**config.mk**
```make
export PLATFORM = sky130hd
export DESIGN_NAME = fp8_operand_sequencer_flat
export DESIGN_NICKNAME = d
export VERILOG_FILES = /design/src/rtl/fp8_operand_sequencer_if.sv /design/src/rtl/fp8_operand_sequencer.sv /design/src/flat_wrapper.sv
export SDC_FILE = /design/constraint.sdc
export NUM_CORES = 1
export LEC_CHECK = 0
export BUFFER_PORTS_ARGS = -buffer_cell sky130_fd_sc_hd__buf_4
export CELL_PAD_IN_SITES_DETAIL_PLACEMENT = 1
export CELL_PAD_IN_SITES_GLOBAL_PLACEMENT = 1
export CORE_MARGIN = 4
export CORE_UTILIZATION = 44
export CTS_BUF_LIST = sky130_fd_sc_hd__clkbuf_4
export CTS_CLUSTER_DIAMETER = 120
export CTS_CLUSTER_SIZE = 12
export DETAILED_ROUTE_END_ITERATION = 7
export PLACE_DENSITY = 0.95
export SYNTH_ARGS = -nofsm -noshare
export SYNTH_HDL_FRONTEND = slang
export SYNTH_SLANG_ARGS = --single-unit
export TNS_END_PERCENT = 50
```
**constraint.sdc**
```tcl
create_clock -name clk -period 4.45 [get_ports clk]
set_input_delay 0.89 -clock clk [delete_from_list [all_inputs] [get_ports clk]]
set_output_delay 0.89 -clock clk [all_outputs]
set_load 0.01 [all_outputs]
```
**src/rtl/fp8_operand_sequencer_if.sv**
```systemverilog
// Bundle of pad-side, core-side and result signals around the FP8 operand
// sequencer. master = environment (pads + multiplier core), slave = sequencer.
interface fp8_operand_sequencer_if;
  logic [7:0] in_data;
  logic       in_strobe;
  logic       core_done;
  logic [7:0] core_result;
  logic [7:0] core_a;
  logic [7:0] core_b;
  logic       core_start;
  logic [7:0] out_data;
  logic       out_valid;
  logic       err;
  logic       busy;
  logic       expect_b;

  modport master (
    output in_data, in_strobe, core_done, core_result,
    input  core_a, core_b, core_start, out_data, out_valid, err, busy, expect_b
  );

  modport slave (
    input  in_data, in_strobe, core_done, core_result,
    output core_a, core_b, core_start, out_data, out_valid, err, busy, expect_b
  );
endinterface

```
**src/rtl/fp8_operand_sequencer.sv**
```systemverilog
// FP8 operand sequencer: loads A then B on rising edges of an asynchronous
// strobe, pulses core_start once, waits for core_done with a timeout and
// holds the product (or 8'hFF on timeout) on out_data.
module fp8_operand_sequencer #(
  parameter int unsigned TIMEOUT     = 16,
  parameter int unsigned SYNC_STAGES = 2
) (
  input logic                   clk,
  input logic                   rst,
  fp8_operand_sequencer_if.slave bus
);

  localparam int unsigned TW = (TIMEOUT > 1) ? $clog2(TIMEOUT) : 1;
  localparam logic [TW-1:0] TIMER_LAST = TW'(TIMEOUT - 1);

  localparam logic [1:0] S_IDLE   = 2'd0;
  localparam logic [1:0] S_LOAD_B = 2'd1;
  localparam logic [1:0] S_ISSUE  = 2'd2;
  localparam logic [1:0] S_WAIT   = 2'd3;

  logic [1:0]             state;
  logic [SYNC_STAGES-1:0] sync;
  logic                   prev;
  logic                   strobe_edge;
  logic [TW-1:0]          timer;
  logic [7:0]             core_a_q;
  logic [7:0]             core_b_q;
  logic [7:0]             out_data_q;
  logic                   out_valid_q;
  logic                   err_q;

  // Synchronise the pad strobe and remember the last synchronised level
  always_ff @(posedge clk or posedge rst) begin
    if (rst) begin
      sync <= '0;
      prev <= 1'b0;
    end else begin
      sync <= {sync[SYNC_STAGES-2:0], bus.in_strobe};
      prev <= sync[SYNC_STAGES-1];
    end
  end

  assign strobe_edge = sync[SYNC_STAGES-1] & ~prev;

  // Operand capture, issue, completion/timeout sequencing
  always_ff @(posedge clk or posedge rst) begin
    if (rst) begin
      state       <= S_IDLE;
      timer       <= '0;
      core_a_q    <= '0;
      core_b_q    <= '0;
      out_data_q  <= '0;
      out_valid_q <= 1'b0;
      err_q       <= 1'b0;
    end else begin
      case (state)
        S_IDLE: begin
          if (strobe_edge) begin
            core_a_q    <= bus.in_data;
            out_valid_q <= 1'b0;
            err_q       <= 1'b0;
            state       <= S_LOAD_B;
          end
        end
        S_LOAD_B: begin
          if (strobe_edge) begin
            core_b_q <= bus.in_data;
            state    <= S_ISSUE;
          end
        end
        S_ISSUE: begin
          timer <= '0;
          state <= S_WAIT;
        end
        S_WAIT: begin
          // done is checked first so it wins over a simultaneous timeout
          if (bus.core_done) begin
            out_data_q  <= bus.core_result;
            out_valid_q <= 1'b1;
            state       <= S_IDLE;
          end else if (timer == TIMER_LAST) begin
            out_data_q  <= 8'hFF;
            err_q       <= 1'b1;
            out_valid_q <= 1'b0;
            state       <= S_IDLE;
          end else begin
            timer <= timer + TW'(1);
          end
        end
        default: state <= S_IDLE;
      endcase
    end
  end

  assign bus.core_a     = core_a_q;
  assign bus.core_b     = core_b_q;
  assign bus.out_data   = out_data_q;
  assign bus.out_valid  = out_valid_q;
  assign bus.err        = err_q;
  assign bus.core_start = (state == S_ISSUE);
  assign bus.busy       = (state == S_ISSUE) || (state == S_WAIT);
  assign bus.expect_b   = (state == S_LOAD_B);

endmodule

```
**src/flat_wrapper.sv**
```systemverilog
// flat-port wrapper written by rule: the top's interface ports become plain ports
module fp8_operand_sequencer_flat 
#(
  parameter int unsigned TIMEOUT     = 16,
  parameter int unsigned SYNC_STAGES = 2
)
  (clk, rst, bus_in_data, bus_in_strobe, bus_core_done, bus_core_result, bus_core_a, bus_core_b, bus_core_start, bus_out_data, bus_out_valid, bus_err, bus_busy, bus_expect_b);
  fp8_operand_sequencer_if bus_i ();
  input logic clk;
  input logic rst;
  input wire logic [$bits(bus_i.in_data)-1:0] bus_in_data;
  input wire logic [$bits(bus_i.in_strobe)-1:0] bus_in_strobe;
  input wire logic [$bits(bus_i.core_done)-1:0] bus_core_done;
  input wire logic [$bits(bus_i.core_result)-1:0] bus_core_result;
  output wire logic [$bits(bus_i.core_a)-1:0] bus_core_a;
  output wire logic [$bits(bus_i.core_b)-1:0] bus_core_b;
  output wire logic [$bits(bus_i.core_start)-1:0] bus_core_start;
  output wire logic [$bits(bus_i.out_data)-1:0] bus_out_data;
  output wire logic [$bits(bus_i.out_valid)-1:0] bus_out_valid;
  output wire logic [$bits(bus_i.err)-1:0] bus_err;
  output wire logic [$bits(bus_i.busy)-1:0] bus_busy;
  output wire logic [$bits(bus_i.expect_b)-1:0] bus_expect_b;
  assign bus_i.in_data = bus_in_data;
  assign bus_i.in_strobe = bus_in_strobe;
  assign bus_i.core_done = bus_core_done;
  assign bus_i.core_result = bus_core_result;
  assign bus_core_a = bus_i.core_a;
  assign bus_core_b = bus_i.core_b;
  assign bus_core_start = bus_i.core_start;
  assign bus_out_data = bus_i.out_data;
  assign bus_out_valid = bus_i.out_valid;
  assign bus_err = bus_i.err;
  assign bus_busy = bus_i.busy;
  assign bus_expect_b = bus_i.expect_b;
  fp8_operand_sequencer #(.TIMEOUT(TIMEOUT), .SYNC_STAGES(SYNC_STAGES)) u_core (.clk(clk), .rst(rst), .bus(bus_i));
endmodule
```
==> flow_summary.ini <==
[worst_setup_path]
critical_path.startpoint_type = flop
worst_ep_required_time_ns = 3.56
timing.critical_path.arrival_ns = 1.64
worst_r2r_src = u_core.state[1]$_DFFE_PP0P_
startpoint = u_core.state[0]$_DFFE_PP0P_
critPathMaxFanout = 11
timing.rr.end = u_core.state[1]$_DFFE_PP0P_
critPathSlowestCell = dfrtp_1
worst_r2r_path_depth = 4
worst_path_largest_cell_delay_ns = 0.42
cp-end-kind = primary output
cp_cell_sequence = ha_1 -> or2_2 -> buf_4
worst-r2r-setup-slack_ns = 2.68
critical_path_class = flop to primary output

[cells_and_area]
num-nets-final = 190
multi_input_gate_area_um2 = 581
n_fill_cell = 347
syn_to_final_growth_pct = 30.1
antenna_cells = 0
postLayoutCoreUtil = 0.621
final_cell_mix = 49 x buf_4, 35 x dfrtp_1, 17 x mux2_2
layout.cells.most_common = buf_4
finish.instance_area_um2 = 1960
drive_gt1_frac = 0.485
final-seq-area_um2 = 876

[status]
run_status = finished clean

[global_route]
globalRoute.totalOverflow = 0
vias_in_the_first_global_route = 1314
antenna_found_initial = 0
grt_start_max_net_pins = 36
grt.total_usage = 0.223
wire_length_of_the_first_global_routing_pass_um = 7100

[synth]
synth-seq-area-share = 0.582
syn_area_per_cell_um2 = 13.7
ys_seq_elements = 35
ys_top_cells_by_area = dfrtp_1 58%, mux2_2 13%, ha_1 5.0%
synth_largest_area_cell = dfrtp_1
netlist_instances = 110
mappedNetlistNets = 136
ys.warnings.count = 0
synth.cell_area_um2 = 1510
post_synth_num_cell_types = 30
synth_largest_type_area_fraction = 0.582

[pwr]
power.ir.vdd_worst_mv = 0.330
power_leakage_nw = 0.932
post-layout-total-power_w = 0.00135
pwr_density_cell_nw_per_um2 = 691

[worst_hold_path]
holdPathEnd = u_core.sync[1]$_DFF_PP0_
hold_path_class = flop to flop
hold_path_startpoint = u_core.sync[0]$_DFF_PP0_
cells_on_worst_hold_path = 0

[sta]
grt_setup_unrepaired = no
worst_slew_margin_rel = 0.712
final_min_period_over_clock_period = 0.569
fin_skew_ns = 0.0160
min_period_ns = 2.53
timing.final.max_slew_violations = 0
final-hold-violation-count = 0
max_freq_ghz = 0.395
worst_pin_slew_ns = 0.431
number_of_endpoints_failing_setup_at_the_final_stage = 0
setup-tns-final_ns = 0

[cts]
ctsLongestPathBuffers = 2
post_cts_gate_resize_count = 0
clock-sinks = 35
clk_pin_slew_ns = 0.11
h_tree_lvls = 2
cts.repair_timing.setup_buffer_count = 0
cts.root.buffer_cell = clkbuf_4
cts_tree = done
post_cts_hold_buffer_count = 0
clock_insertion_delay_worst_skew_ns = 0.35
tritoncts.num_buffers = 5

[run]
timing.max_cap.violations = 0

[route]
drt_wl_total_um = 4120
route.vias.total = 1109
firstDrtPassIters = 3
drt_first_iter_violations = 35
routedWlPerCell_um = 19.7
drc = 0
via_per_inst = 5.31
ant_nets = 0

[floorplanning]
die-area_um2 = 4420
die_width_um = 66.5
io-pin-count = 49
initial_core_util = 0.477
core_um2 = 3150
num_rows = 20
die_height_um = 66.5

[place]
place_hpwl_um = 2960
io_buffers = 48
dpl_cell_area_um2 = 1910
final_estimated_routing_congestion_in_global_placement = 0.764
## worst max path at each step
stage                     to  slack [ns]  depth (start not counted)
global route        bus_busy        1.82                          3
global placement    bus_busy        2.37                          3
finish              bus_busy        1.92                          3
floorplan           bus_busy        2.51                          3
CTS                 bus_busy        1.91                          3
detailed placement  bus_busy        2.30                          3
## synth_stat cells
library cell,n
dfrtp_1,35
mux2_2,17
o22a_1,8
inv_1,7
ha_1,6
nor2_1,5
nand3_1,4
nand2_2,3
buf_6,2
nand2_1,2
nand2b_1,2
a21oi_1,1
a22o_1,1
a31oi_1,1
a41oi_1,1
and2_1,1
and2b_2,1
and3_4,1
and4b_1,1
mux2_4,1
mux2i_1,1
nand4_1,1
nor2b_1,1
o21ai_0,1
o221ai_1,1
o22ai_1,1
o22ai_4,1
o311ai_1,1
o32ai_1,1
or2_2,1
## registers in the layout (all words and copies together) (netlist names)
name / cells
u_core.prev: 1
u_core.bus.core_a: 8
u_core.sync: 2
u_core.bus.err: 1
u_core.bus.out_data: 8
u_core.bus.core_b: 8
u_core.bus.out_valid: 1
u_core.timer: 4
u_core.state: 2
## layout make-up
class	instances	share of cell area
sequential	35	0.447
timing repair buffer	49	0.188
inverter	7	0.0134
clock inverter	2	0.00383
clock buffer	6	0.0230
multi-input combinational	66	0.296
tap	44	0.0281
## where the power goes
part           internal (W)  switching (W)  leakage (nW)
Sequential         0.000450      0.0000896         0.410
Combinational      0.000341       0.000304         0.491
Clock             0.0000646       0.000104        0.0307
Total              0.000855       0.000498         0.932
## layer usage
| layer | up-vias | track usage | share of wire |
|---|---|---|---|
| met1 | 559 | 0.235 | 0.37 |
| met3 | 12 | 0.0877 | 0.069 |
| met5 | - | 0 | 0 |
| met2 | 39 | 0.395 | 0.54 |
| met4 | 0 | 0.0888 | 0.028 |
| li1 | 499 | - | - |
## kinds of logic (layout without fill, tap and decap cells)
| family | count (synthesis) | count (layout) | share of synthesized area |
|---|---|---|---|
| muxes | 19 | 19 | 0.144 |
| DFF | 35 | 35 | 0.582 |
| buffers and inverters | 9 | 64 | 0.0324 |
| adders and majority gates | 6 | 6 | 0.0499 |
| AOI/OAI and AO/OA | 18 | 18 | 0.104 |
| and+or+nand+nor | 23 | 23 | 0.0881 |
## through the flow
step | hold WS, ns | setup slack, ns | instances
2_1_floorplan | 0.331 | 2.51 | 110
3_3_place_gp | 0.332 | 2.37 | 201
3_5_place_dp | 0.336 | 2.30 | 201
4_1_cts | 0.360 | 1.91 | 209
5_1_grt | 0.395 | 1.82 | 209
6_report | 0.358 | 1.92 | 209
## critical path, delay by kind of cell (launching register included)
kind          cells  cell delay (ns)
buf+inv           1             0.15
simple gates      1             0.37
fa+ha+maj         1             0.35
flops             1             0.42
(Power assumes the default switching activity.)
